--- src/rtl/dmem_sched_pkg.sv ---
// Shared types and helpers for the data-memory store scheduler.
// The optional DMEM_SCHED_COALESCE_EN build merges same-word stores into the FIFO tail.
package dmem_sched_pkg;

  typedef enum logic [1:0] {
    S_IDLE  = 2'd0,
    S_ISSUE = 2'd1,
    S_WAIT  = 2'd2
  } sched_state_e;

  localparam int STRB_W = 4;
  localparam int DATA_W = 32;
  localparam int CMP_W  = 64;

  // Word-granular address compare; callers zero-extend addresses to CMP_W.
  function automatic logic word_match(input logic [CMP_W-1:0] a, input logic [CMP_W-1:0] b);
    return (a >> 2) == (b >> 2);
  endfunction

endpackage

--- src/rtl/dmem_store_fifo.sv ---
// In-order store FIFO: storage, pointers, count and per-entry addresses for hazard compare.
// With DMEM_SCHED_COALESCE_EN an accepted store can be merged into the tail entry.
module dmem_store_fifo
  import dmem_sched_pkg::*;
#(
  parameter int DEPTH = 4,
  parameter int AW    = 32
) (
  input  logic                            CLK,
  input  logic                            RST,
  input  logic                            push,
  input  logic                            pop,
`ifdef DMEM_SCHED_COALESCE_EN
  input  logic                            merge,
  output logic [AW-1:0]                   tail_addr,
`endif
  input  logic [AW-1:0]                   in_addr,
  input  logic [STRB_W-1:0]               in_strb,
  input  logic [DATA_W-1:0]               in_data,
  output logic [AW-1:0]                   head_addr,
  output logic [STRB_W-1:0]               head_strb,
  output logic [DATA_W-1:0]               head_data,
  output logic [$clog2(DEPTH):0]          count,
  output logic [DEPTH-1:0][AW-1:0]        ent_addr,
  output logic [DEPTH-1:0]                ent_valid
);

  localparam int PW = $clog2(DEPTH);

  logic [DEPTH-1:0][AW-1:0]     addr_q, addr_d;
  logic [DEPTH-1:0][STRB_W-1:0] strb_q, strb_d;
  logic [DEPTH-1:0][DATA_W-1:0] data_q, data_d;
  logic [PW-1:0]                wptr_q, wptr_d;
  logic [PW-1:0]                rptr_q, rptr_d;
  logic [PW:0]                  count_q, count_d;
  logic                         alloc;

`ifdef DMEM_SCHED_COALESCE_EN
  logic [PW-1:0] tail_idx;
  assign tail_idx  = wptr_q - PW'(1'b1);
  assign tail_addr = addr_q[tail_idx];
`endif

  // Next-state for storage, pointers and occupancy.
  always_comb begin
    addr_d  = addr_q;
    strb_d  = strb_q;
    data_d  = data_q;
    wptr_d  = wptr_q;
    rptr_d  = rptr_q;
    count_d = count_q;
`ifdef DMEM_SCHED_COALESCE_EN
    alloc = push && !merge;
    if (merge) begin
      strb_d[tail_idx] = strb_q[tail_idx] | in_strb;
      for (int b = 0; b < STRB_W; b++) begin
        data_d[tail_idx][8*b +: 8] = in_strb[b] ? in_data[8*b +: 8] : data_q[tail_idx][8*b +: 8];
      end
    end else begin
      strb_d = strb_q;
    end
`else
    alloc = push;
`endif
    if (alloc) begin
      addr_d[wptr_q] = in_addr;
      strb_d[wptr_q] = in_strb;
      data_d[wptr_q] = in_data;
      wptr_d         = wptr_q + PW'(1'b1);
    end else begin
      wptr_d = wptr_q;
    end
    if (pop) begin
      rptr_d = rptr_q + PW'(1'b1);
    end else begin
      rptr_d = rptr_q;
    end
    case ({alloc, pop})
      2'b10:   count_d = count_q + (PW+1)'(1'b1);
      2'b01:   count_d = count_q - (PW+1)'(1'b1);
      default: count_d = count_q;
    endcase
  end

  always_ff @(posedge CLK) begin
    if (RST) begin
      addr_q  <= '{default: '0};
      strb_q  <= '{default: '0};
      data_q  <= '{default: '0};
      wptr_q  <= {PW{1'b0}};
      rptr_q  <= {PW{1'b0}};
      count_q <= {(PW+1){1'b0}};
    end else begin
      addr_q  <= addr_d;
      strb_q  <= strb_d;
      data_q  <= data_d;
      wptr_q  <= wptr_d;
      rptr_q  <= rptr_d;
      count_q <= count_d;
    end
  end

  // An entry is live when its distance from the read pointer is below the count.
  always_comb begin
    ent_valid = {DEPTH{1'b0}};
    for (int i = 0; i < DEPTH; i++) begin
      ent_valid[i] = ({1'b0, PW'(i) - rptr_q} < count_q);
    end
  end

  assign head_addr = addr_q[rptr_q];
  assign head_strb = strb_q[rptr_q];
  assign head_data = data_q[rptr_q];
  assign count     = count_q;
  assign ent_addr  = addr_q;

endmodule

--- src/rtl/dmem_store_sched.sv ---
// Store scheduler between the core memory stage and the data-memory write port.
// Define DMEM_SCHED_COALESCE_EN to merge same-word stores into the FIFO tail.
module dmem_store_sched
  import dmem_sched_pkg::*;
#(
  parameter int DEPTH = 4,
  parameter int AW    = 32
) (
  input  logic              CLK,
  input  logic              RST,
  input  logic [AW-1:0]     S_WRADDR,
  input  logic              S_WREN,
  input  logic [3:0]        S_WRSTRB,
  input  logic [31:0]       S_WRDATA,
  output logic              S_FULL,
  input  logic [AW-1:0]     S_RDADDR,
  input  logic              S_RDEN,
  output logic              S_RDHAZARD,
  output logic              EMPTY,
  output logic [AW-1:0]     M_WRADDR,
  output logic              M_WREN,
  output logic [3:0]        M_WRSTRB,
  output logic [31:0]       M_WRDATA,
  input  logic              M_BUSY
);

  localparam int          PW       = $clog2(DEPTH);
  localparam logic [PW:0] FULL_CNT = (PW+1)'(DEPTH);
  localparam logic [PW:0] ZERO_CNT = {(PW+1){1'b0}};

  sched_state_e             state_q, state_d;
  logic                     m_wren_q, m_wren_d;
  logic [AW-1:0]            m_wraddr_q, m_wraddr_d;
  logic [STRB_W-1:0]        m_wrstrb_q, m_wrstrb_d;
  logic [DATA_W-1:0]        m_wrdata_q, m_wrdata_d;
  logic [AW-1:0]            inflight_addr_q, inflight_addr_d;

  logic                     pop, accept, issue_go, s_full, hazard;
  logic [AW-1:0]            head_addr;
  logic [STRB_W-1:0]        head_strb;
  logic [DATA_W-1:0]        head_data;
  logic [PW:0]              count;
  logic [DEPTH-1:0][AW-1:0] ent_addr;
  logic [DEPTH-1:0]         ent_valid;

  assign issue_go = (state_q == S_IDLE) && (count != ZERO_CNT) && !M_BUSY;

`ifdef DMEM_SCHED_COALESCE_EN
  logic [AW-1:0] tail_addr;
  logic          tail_match;
  // The tail is off limits while it is the entry being captured or popped.
  assign tail_match = (count != ZERO_CNT)
                   && word_match(CMP_W'(tail_addr), CMP_W'(S_WRADDR))
                   && !((count == (PW+1)'(1'b1)) && ((state_q == S_ISSUE) || issue_go));
  assign s_full = (count == FULL_CNT) && !tail_match;
`else
  assign s_full = (count == FULL_CNT);
`endif

  assign accept = S_WREN && !s_full;

  dmem_store_fifo #(.DEPTH(DEPTH), .AW(AW)) u_fifo (
    .CLK       (CLK),
    .RST       (RST),
    .push      (accept),
    .pop       (pop),
`ifdef DMEM_SCHED_COALESCE_EN
    .merge     (accept && tail_match),
    .tail_addr (tail_addr),
`endif
    .in_addr   (S_WRADDR),
    .in_strb   (S_WRSTRB),
    .in_data   (S_WRDATA),
    .head_addr (head_addr),
    .head_strb (head_strb),
    .head_data (head_data),
    .count     (count),
    .ent_addr  (ent_addr),
    .ent_valid (ent_valid)
  );

  // Drain FSM: capture the head into the issue registers, pop it, then wait out busy.
  always_comb begin
    state_d         = state_q;
    pop             = 1'b0;
    m_wren_d        = 1'b0;
    m_wraddr_d      = {AW{1'b0}};
    m_wrstrb_d      = {STRB_W{1'b0}};
    m_wrdata_d      = {DATA_W{1'b0}};
    inflight_addr_d = inflight_addr_q;
    case (state_q)
      S_IDLE: begin
        if (issue_go) begin
          state_d         = S_ISSUE;
          m_wren_d        = 1'b1;
          m_wraddr_d      = head_addr;
          m_wrstrb_d      = head_strb;
          m_wrdata_d      = head_data;
          inflight_addr_d = head_addr;
        end else begin
          state_d = S_IDLE;
        end
      end
      S_ISSUE: begin
        pop     = 1'b1;
        state_d = S_WAIT;
      end
      S_WAIT: begin
        if (!M_BUSY) begin
          state_d = S_IDLE;
        end else begin
          state_d = S_WAIT;
        end
      end
      default: state_d = S_IDLE;
    endcase
  end

  // Word-granular match against queued, in-flight and incoming stores.
  always_comb begin
    hazard = 1'b0;
    for (int i = 0; i < DEPTH; i++) begin
      if (ent_valid[i] && word_match(CMP_W'(ent_addr[i]), CMP_W'(S_RDADDR))) begin
        hazard = 1'b1;
      end else begin
        hazard = hazard;
      end
    end
    if ((state_q != S_IDLE) && word_match(CMP_W'(inflight_addr_q), CMP_W'(S_RDADDR))) begin
      hazard = 1'b1;
    end else if (accept && word_match(CMP_W'(S_WRADDR), CMP_W'(S_RDADDR))) begin
      hazard = 1'b1;
    end else begin
      hazard = hazard;
    end
  end

  always_ff @(posedge CLK) begin
    if (RST) begin
      state_q         <= S_IDLE;
      m_wren_q        <= 1'b0;
      m_wraddr_q      <= {AW{1'b0}};
      m_wrstrb_q      <= {STRB_W{1'b0}};
      m_wrdata_q      <= {DATA_W{1'b0}};
      inflight_addr_q <= {AW{1'b0}};
    end else begin
      state_q         <= state_d;
      m_wren_q        <= m_wren_d;
      m_wraddr_q      <= m_wraddr_d;
      m_wrstrb_q      <= m_wrstrb_d;
      m_wrdata_q      <= m_wrdata_d;
      inflight_addr_q <= inflight_addr_d;
    end
  end

  assign S_FULL     = s_full;
  assign S_RDHAZARD = S_RDEN && hazard;
  assign EMPTY      = (count == ZERO_CNT) && (state_q == S_IDLE);
  assign M_WREN     = m_wren_q;
  assign M_WRADDR   = m_wraddr_q;
  assign M_WRSTRB   = m_wrstrb_q;
  assign M_WRDATA   = m_wrdata_q;

endmodule

--- config.mk ---
export PLATFORM = sky130hd
export DESIGN_NAME = dmem_store_sched
export DESIGN_NICKNAME = d
export VERILOG_FILES = /design/src/rtl/dmem_sched_pkg.sv /design/src/rtl/dmem_store_fifo.sv /design/src/rtl/dmem_store_sched.sv
export SDC_FILE = /design/constraint.sdc
export NUM_CORES = 1
export LEC_CHECK = 0
export BUFFER_PORTS_ARGS = -buffer_cell sky130_fd_sc_hd__buf_2
export CAP_MARGIN = 25
export CORE_UTILIZATION = 35
export CTS_BUF_LIST = sky130_fd_sc_hd__clkbuf_16
export DETAILED_ROUTE_END_ITERATION = 10
export HOLD_SLACK_MARGIN = 0.06
export SETUP_SLACK_MARGIN = 0.3
export SLEW_MARGIN = 20
export SYNTH_ARGS = -nofsm -noshare
export SYNTH_HDL_FRONTEND = slang
export SYNTH_SLANG_ARGS = --single-unit
--- constraint.sdc ---
create_clock -name CLK -period 2.2 [get_ports CLK]
set_input_delay 0.33 -clock CLK [delete_from_list [all_inputs] [get_ports CLK]]
set_output_delay 0.33 -clock CLK [all_outputs]
set_load 0.01 [all_outputs]
## After elaboration in Yosys (flattened, before gate mapping)

Cells that the tools add are included.

- Add/subtract/negate cells: 8
- Magnitude comparators: 7
- Equality and inequality tests: 11
- Multiplexer cells: 25
- Bitwise gates (word level): 2
- Reductions and logical operators: 22

Operator list:

| operator | number |
|---|---|
| 128-bit bitwise mux | 2 |
| 30-bit equality test | 6 |
| 32-bit binary-select mux with 2-bit select | 2 |
| 32-bit two-way mux | 3 |
| 32-bit demux with 2-bit select | 1 |
| 16-bit bitwise mux | 1 |
| 1-bit logical AND | 12 |
| 2-bit by 3-bit < comparator with 1-bit output | 4 |
| 1-bit two-way mux | 9 |
| 4-bit binary-select mux with 2-bit select | 1 |
| 4-bit demux with 2-bit select | 1 |
| 4-bit two-way mux | 2 |
| 2-bit by 3-bit < comparator with 1-bit output, second input constant | 2 |
| 2-bit case mux with 3 select lines | 1 |
| 3-bit case mux with 2 select lines | 1 |
| 2-bit by 1-bit adder with 2-bit output, second input constant | 2 |
| 2-bit by 1-bit equality test with 1-bit output, second input constant | 2 |
| 2-bit equality test, second input constant | 2 |
| 2-bit nonzero test | 2 |
| 1-bit by 2-bit subtractor with 2-bit output, first input constant | 2 |
| 2-bit subtractor, first input constant | 2 |
| 3-bit by 1-bit adder with 3-bit output, second input constant | 1 |
| 3-bit equality test, second input constant | 1 |
| 3-bit logical NOT | 1 |
| 10 further kinds | 12 |

- Register bits: 382
- Input bits: 105
- Output and inout bits: 72
- Word-level logic and storage cells: 96

## Logic depth before layout (Yosys ltp)

- Depth in word-level cells: 10
- Depth in mapped cells: 11
- Depth with buffers taken out: 10

## Modules after synthesis

A second synthesis with hierarchy kept.

- Cell total of the unflattened synthesis: 1821
- Area total of the unflattened synthesis: 16423.3 µm²

By module, submodules not included:

| module | instances | cells each | area each (µm²) |
|---|---|---|---|
| dmem_store_fifo | 1 | 1326 | 11497.3 |
| dmem_store_sched | 1 | 495 | 4926.0 |

## Least setup slack after synthesis

No wires, ideal clock.

- Path kind: reg2out
- From: register u_fifo.rptr_q[1]
- To: output S_RDHAZARD
- Data arrival time: 2096 ps
- Data required time: 1870 ps
- Setup slack: -226 ps
- Cell stages (with the launch flop): 11
- Buffers on the path: 3
- Cells stage by stage: dfxtp_1 -> buf_2 -> buf_2 -> buf_2 -> xnor2_1 -> inv_1 -> ha_1 -> a21oi_1 -> o2111ai_1 -> o41ai_1 -> o41a_1

- Word-level cells in the longest chain between the ends: 10
- Elaborated cells between the ends (all ways): 19
- Classes of those cells: 4 x add/sub; 4 x order compare; 6 x mux; 5 x reduce/logical

Ends and longest elaborated chain:

| what | line | RTL |
|---|---|---|
| start: declaration | dmem_store_fifo.sv:34 | `logic [PW-1:0] rptr_q, rptr_d;` |
| start signal: assignment | dmem_store_fifo.sv:91 | `rptr_q <= {PW{1'b0}};` |
| start signal: assignment | dmem_store_fifo.sv:98 | `rptr_q <= rptr_d;` |
| 1-bit by 2-bit subtractor with 2-bit output | dmem_store_fifo.sv:107 | `ent_valid[i] = ({1'b0, PW'(i) - rptr_q} < count_q);` |
| 2-bit by 3-bit < comparator with 1-bit output | dmem_store_fifo.sv:107 |  |
| 1-bit logical AND | dmem_store_sched.sv:123 | `if (ent_valid[i] && word_match(CMP_W'(ent_addr[i]), CMP_W'(S_RDADDR))) begin` |
| 1-bit two-way mux (3 in series) | dmem_store_sched.sv:123 |  |
| 1-bit two-way mux * | dmem_store_sched.sv:123 |  |
| 1-bit two-way mux * | dmem_store_sched.sv:131 | `end else if (accept && word_match(CMP_W'(S_WRADDR), CMP_W'(S_RDADDR))) begin` |
| 1-bit two-way mux * | dmem_store_sched.sv:129 | `if ((state_q != S_IDLE) && word_match(CMP_W'(inflight_addr_q), CMP_W'(S_RDADDR))) begin` |
| 1-bit logical AND * | dmem_store_sched.sv:157 | `assign S_RDHAZARD = S_RDEN && hazard;` |
| end: declaration | dmem_store_sched.sv:18 | `output logic S_RDHAZARD,` |

Every way passes the cells marked *; elsewhere a longest branch is shown, timed or not.

## Worst setup path in the final report

- From: register u_fifo.addr_q, in the netlist u_fifo.ent_addr[40]
- To: output S_RDHAZARD

- Word-level cells in the longest chain between the ends: 8

Ends and longest elaborated chain:

| what | line | RTL |
|---|---|---|
| start: declaration | dmem_store_fifo.sv:30 | `logic [DEPTH-1:0][AW-1:0] addr_q, addr_d;` |
| start signal: assignment | dmem_store_fifo.sv:94 | `addr_q <= addr_d;` |
| 30-bit equality test | dmem_sched_pkg.sv:17 | `return (a >> 2) == (b >> 2);` |
| 1-bit logical AND | dmem_store_sched.sv:123 |  |
| 1-bit two-way mux (3 in series) | dmem_store_sched.sv:123 |  |
| 1-bit two-way mux | dmem_store_sched.sv:131 |  |
| 1-bit two-way mux | dmem_store_sched.sv:129 |  |
| 1-bit logical AND | dmem_store_sched.sv:157 |  |

Every way passes these cells.

==> key figures <==
STA
  – # setup viols final: 1
  – Worst Slack Setup Final: -0.6855 ns
  – RSZ-0062 raised after global routing: yes
  – Final Max Slew Viols: 0
  – Hold slack: 0.07449 ns
  – Max Freq: about 0.35 GHz
  – Setup tns final: -0.6855 ns
  – Final hold violations: 0
  – Clk_skew: between 0.01 and 0.015 ns
  – Post-route minimum period: 2.886 ns
  – Max_slew headroom: 0.3270
  – Final worst-path cycle share: 1.312
  – Worst-margin pin slew: 1.010 ns

Pwr
  – Leak pwr: 0.009730 µW
  – Power per cell area: a little over 800 mW/mm²
  – Peak supply drop: 0.4870 mV

Drt
  – Antenna viol nets, final: 0
  – Vias per inst: 5.325
  – Total wire length: 61780 µm
  – Routed vias: 14620
  – DRC viols: 20
  – Iteration count of the initial detailed-routing pass: 8
  – Avg WL per Cell: 22.50 µm
  – Drt initial violations: 1263

Worst setup path
  – Critical Path RT: 1.87 ns
  – Setup crit start kind: register
  – Crit-path slowest cell: nor4_1
  – Crit path arrival time: 2.56 ns
  – Max incr delay on CP: 0.57 ns
  – CP Cell Sequence: xor2_1 -> nor4_1 -> nand3_1 -> a2111oi_2 -> o41a_1 -> buf_2
  – CP endpoint kind: output pin
  – Peak fanout along the critical path: 3
  – Critical path class: reg2out

Yosys
  – Register area share after synthesis: 0.4572
  – #FFs+latches synth: 380
  – Synth Instances: 1821
  – Post-synth EDFFs: 0
  – Count leader, synth: nand2_1
  – Ys async rst share: 0
  – Cell area after synthesis: ~0.017 mm²
  – Main flop type after synthesis: dfxtp_1
  – Ys Warns: 0
  – Post-synth top area share: 0.4572
  – Syn Nets: 1936
  – Largest area contributor in the netlist: dfxtp_1
  – Commonest cells post-synth: nand2_1 (520), dfxtp_1 (380), a21oi_1 (238)
  – Synth unique cells: 40
  – Area contributors post-synth: dfxtp_1 (46%), nand2_1 (12%), mux4_2 (9.2%)
  – Syn Area/Cell: 9.137 µm²

Placed design
  – Detailed Place HPWL: 36010 µm
  – Port-buffer cells: ~170
  – Post-DP Area: 0.01874 mm²
  – Setup WS pre-CTS: -0.4016 ns
  – Placed insts: 2583
  – Gpl congestion: between 0.9 and 1

GRT
  – Overflow after GRT: 0
  – Met2 usage: 0.4004
  – Top Usage Layer GRT: met2
  – Initial antenna violation count: 3
  – First-pass GRT wire length: 87900 µm
  – Total global-route track usage: 0.2437
  – Grt met3 use: 0.05286
  – Number of global-route vias before repair: 14380
  – GRT met1 Usage: 0.3098
  – Largest net degree at the start of global routing: 151

Die
  – Initial core utilization: 0.3559
  – Chip width: around 220 µm
  – I/O pins: between 150 and 200
  – Die area: 0.04842 mm²
  – FP Rows: 79
  – Die H: 220.0 µm
  – Core area: 0.04675 mm²

CTS
  – Clock-pin slew of the registers on the worst-case setup and hold paths: 0.06 ns
  – CTS max path bufs: 3
  – Clock buffer count from CTS: between 40 and 50
  – H-tree levels: 2
  – Clock root cell: clkbuf_16
  – CTS tree: yes
  – Worst skew pair latency: 0.57 ns
  – CTS sink cnt: 380

Finish
  – Area Growth Syn to Fin: 39.71%
  – Final Instance Count excl. Fillers: 2746
  – Design area: 0.02325 mm²
  – Layout cell share with drive strength beyond 1: 0.4169
  – Nets@finish: 2222

Job
  – Max-cap violations: 0

Worst hold path
  – HP Class: in2reg

Outcome
  – Status: finished, violations left
  – Failing checks: design-rule violations, negative setup slack
registers in the layout, indices dropped and copies added (netlist names), 2 cells and up:
signal,cells
M_WRADDR,32
M_WRDATA,32
M_WRSTRB,4
inflight_addr_q,30
state_q,2
u_fifo.count,3
u_fifo.data_q,128
u_fifo.ent_addr,128
u_fifo.rptr_q,2
u_fifo.strb_q,16
u_fifo.wptr_q,2
through the flow:
stage / util / power (µW)
2_1_floorplan: - / 9241
3_3_place_gp: 0.4008 / 10390
3_5_place_dp: 0.4008 / 10440
4_1_cts: 0.4837 / 18590
5_1_grt: 0.4972 / 19420
6_report: 0.4972 / 18780
final timing paths:
check	startpoint	endpoint	slack (ns)	cells past startpoint
worst max-delay path	u_fifo.ent_addr[40]	S_RDHAZARD	-0.69	6
worst min-delay path	S_WRADDR[1]	u_fifo.ent_addr[97]	0.07	3
worst max register to register	u_fifo.count[1]	u_fifo.count[2]	0.05	12
worst min register to register	u_fifo.data_q[77]	u_fifo.data_q[77]	0.45	2
report_power, final:
| part | switching [µW] | internal (µW) |
|---|---|---|
| combinational | 2210 | 1680 |
| clock | 3010 | 4410 |
| sequential | 233 | 7230 |
cell usage in the layout, fill, tap and decap left out, types with 4 or more instances in the layout:
| master | synthesis | layout |
|---|---|---|
| dfxtp_1 | 380 | 373 |
| nor4_1 | 26 | 24 |
| clkinv_2 | 0 | 8 |
| nand4_1 | 25 | 25 |
| mux4_2 | 68 | 68 |
| buf_2 | 68 | 172 |
| ha_1 | 9 | 8 |
| inv_1 | 10 | 12 |
| nand2_2 | 30 | 72 |
| nand2_4 | 0 | 140 |
| nor2_1 | 11 | 10 |
| nand2_1 | 520 | 337 |
| and2_4 | 0 | 4 |
| bufinv_16 | 0 | 6 |
| a21oi_2 | 40 | 156 |
| buf_12 | 4 | 25 |
| and2_1 | 72 | 68 |
| xnor2_2 | 0 | 4 |
| dfxtp_4 | 0 | 4 |
| xnor2_1 | 96 | 92 |
| clkbuf_16 | 0 | 54 |
| buf_6 | 2 | 8 |
| a21o_1 | 30 | 30 |
| buf_16 | 0 | 14 |
| a21oi_1 | 238 | 122 |
| xor2_1 | 90 | 90 |
| o2111ai_1 | 4 | 4 |
| buf_8 | 1 | 4 |
| buf_4 | 11 | 122 |
| dlygate4sd3_1 | 0 | 31 |
| clkinv_1 | 0 | 6 |
logic make-up (layout without fill, tap and decap cells):
logic type,after synthesis,count (layout),synth area share
and+or+nand+nor,699,699,0.1842
DFF,380,380,0.4572
AOI/OAI and AO/OA,317,317,0.1108
xor gates and xnor gates,186,186,0.09791
buffers and inverters,160,476,0.04926
muxes,69,69,0.09265
adders and majority gates,10,10,0.007971
other,0,2,0
critical path, delay by kind of cell (launching register included):
family / cells / cell delay, ns
buf+inv: 1 / 0.16
compound gates: 2 / 0.52
xor+xnor: 1 / 0.21
flops: 1 / 0.34
simple gates: 2 / 0.76
cell type report:
cell class	count	area, µm²
fillers	4241	23510
multi-input cells	1281	9911
flip-flops and latches	380	7626
repair buffers	389	3460
clock buffers	45	1126
well taps	607	759.5
clock inverters	31	310.3
inverters	11	48.80
diodes	2	5.005
metal layers:
metal	up-vias	wire, µm
li1	6633	-
met1	7229	24920
met2	590	29550
met3	166	4661
met4	4	2619
met5	-	27
what timing repair did:
| action | 4_1_cts | 5_1_grt |
|---|---|---|
| endpoints found under the setup margin | 43 | 302 |
| endpoints found under the hold margin | 98 | 0 |
| hold buffers | 31 | 0 |
| buffers inserted | 16 | 13 |
| cloned | 13 | 12 |
| resized for setup | 458 | 47 |
| pin swaps | 387 | 102 |
No activity file was read; power rests on OpenSTA's default activity.
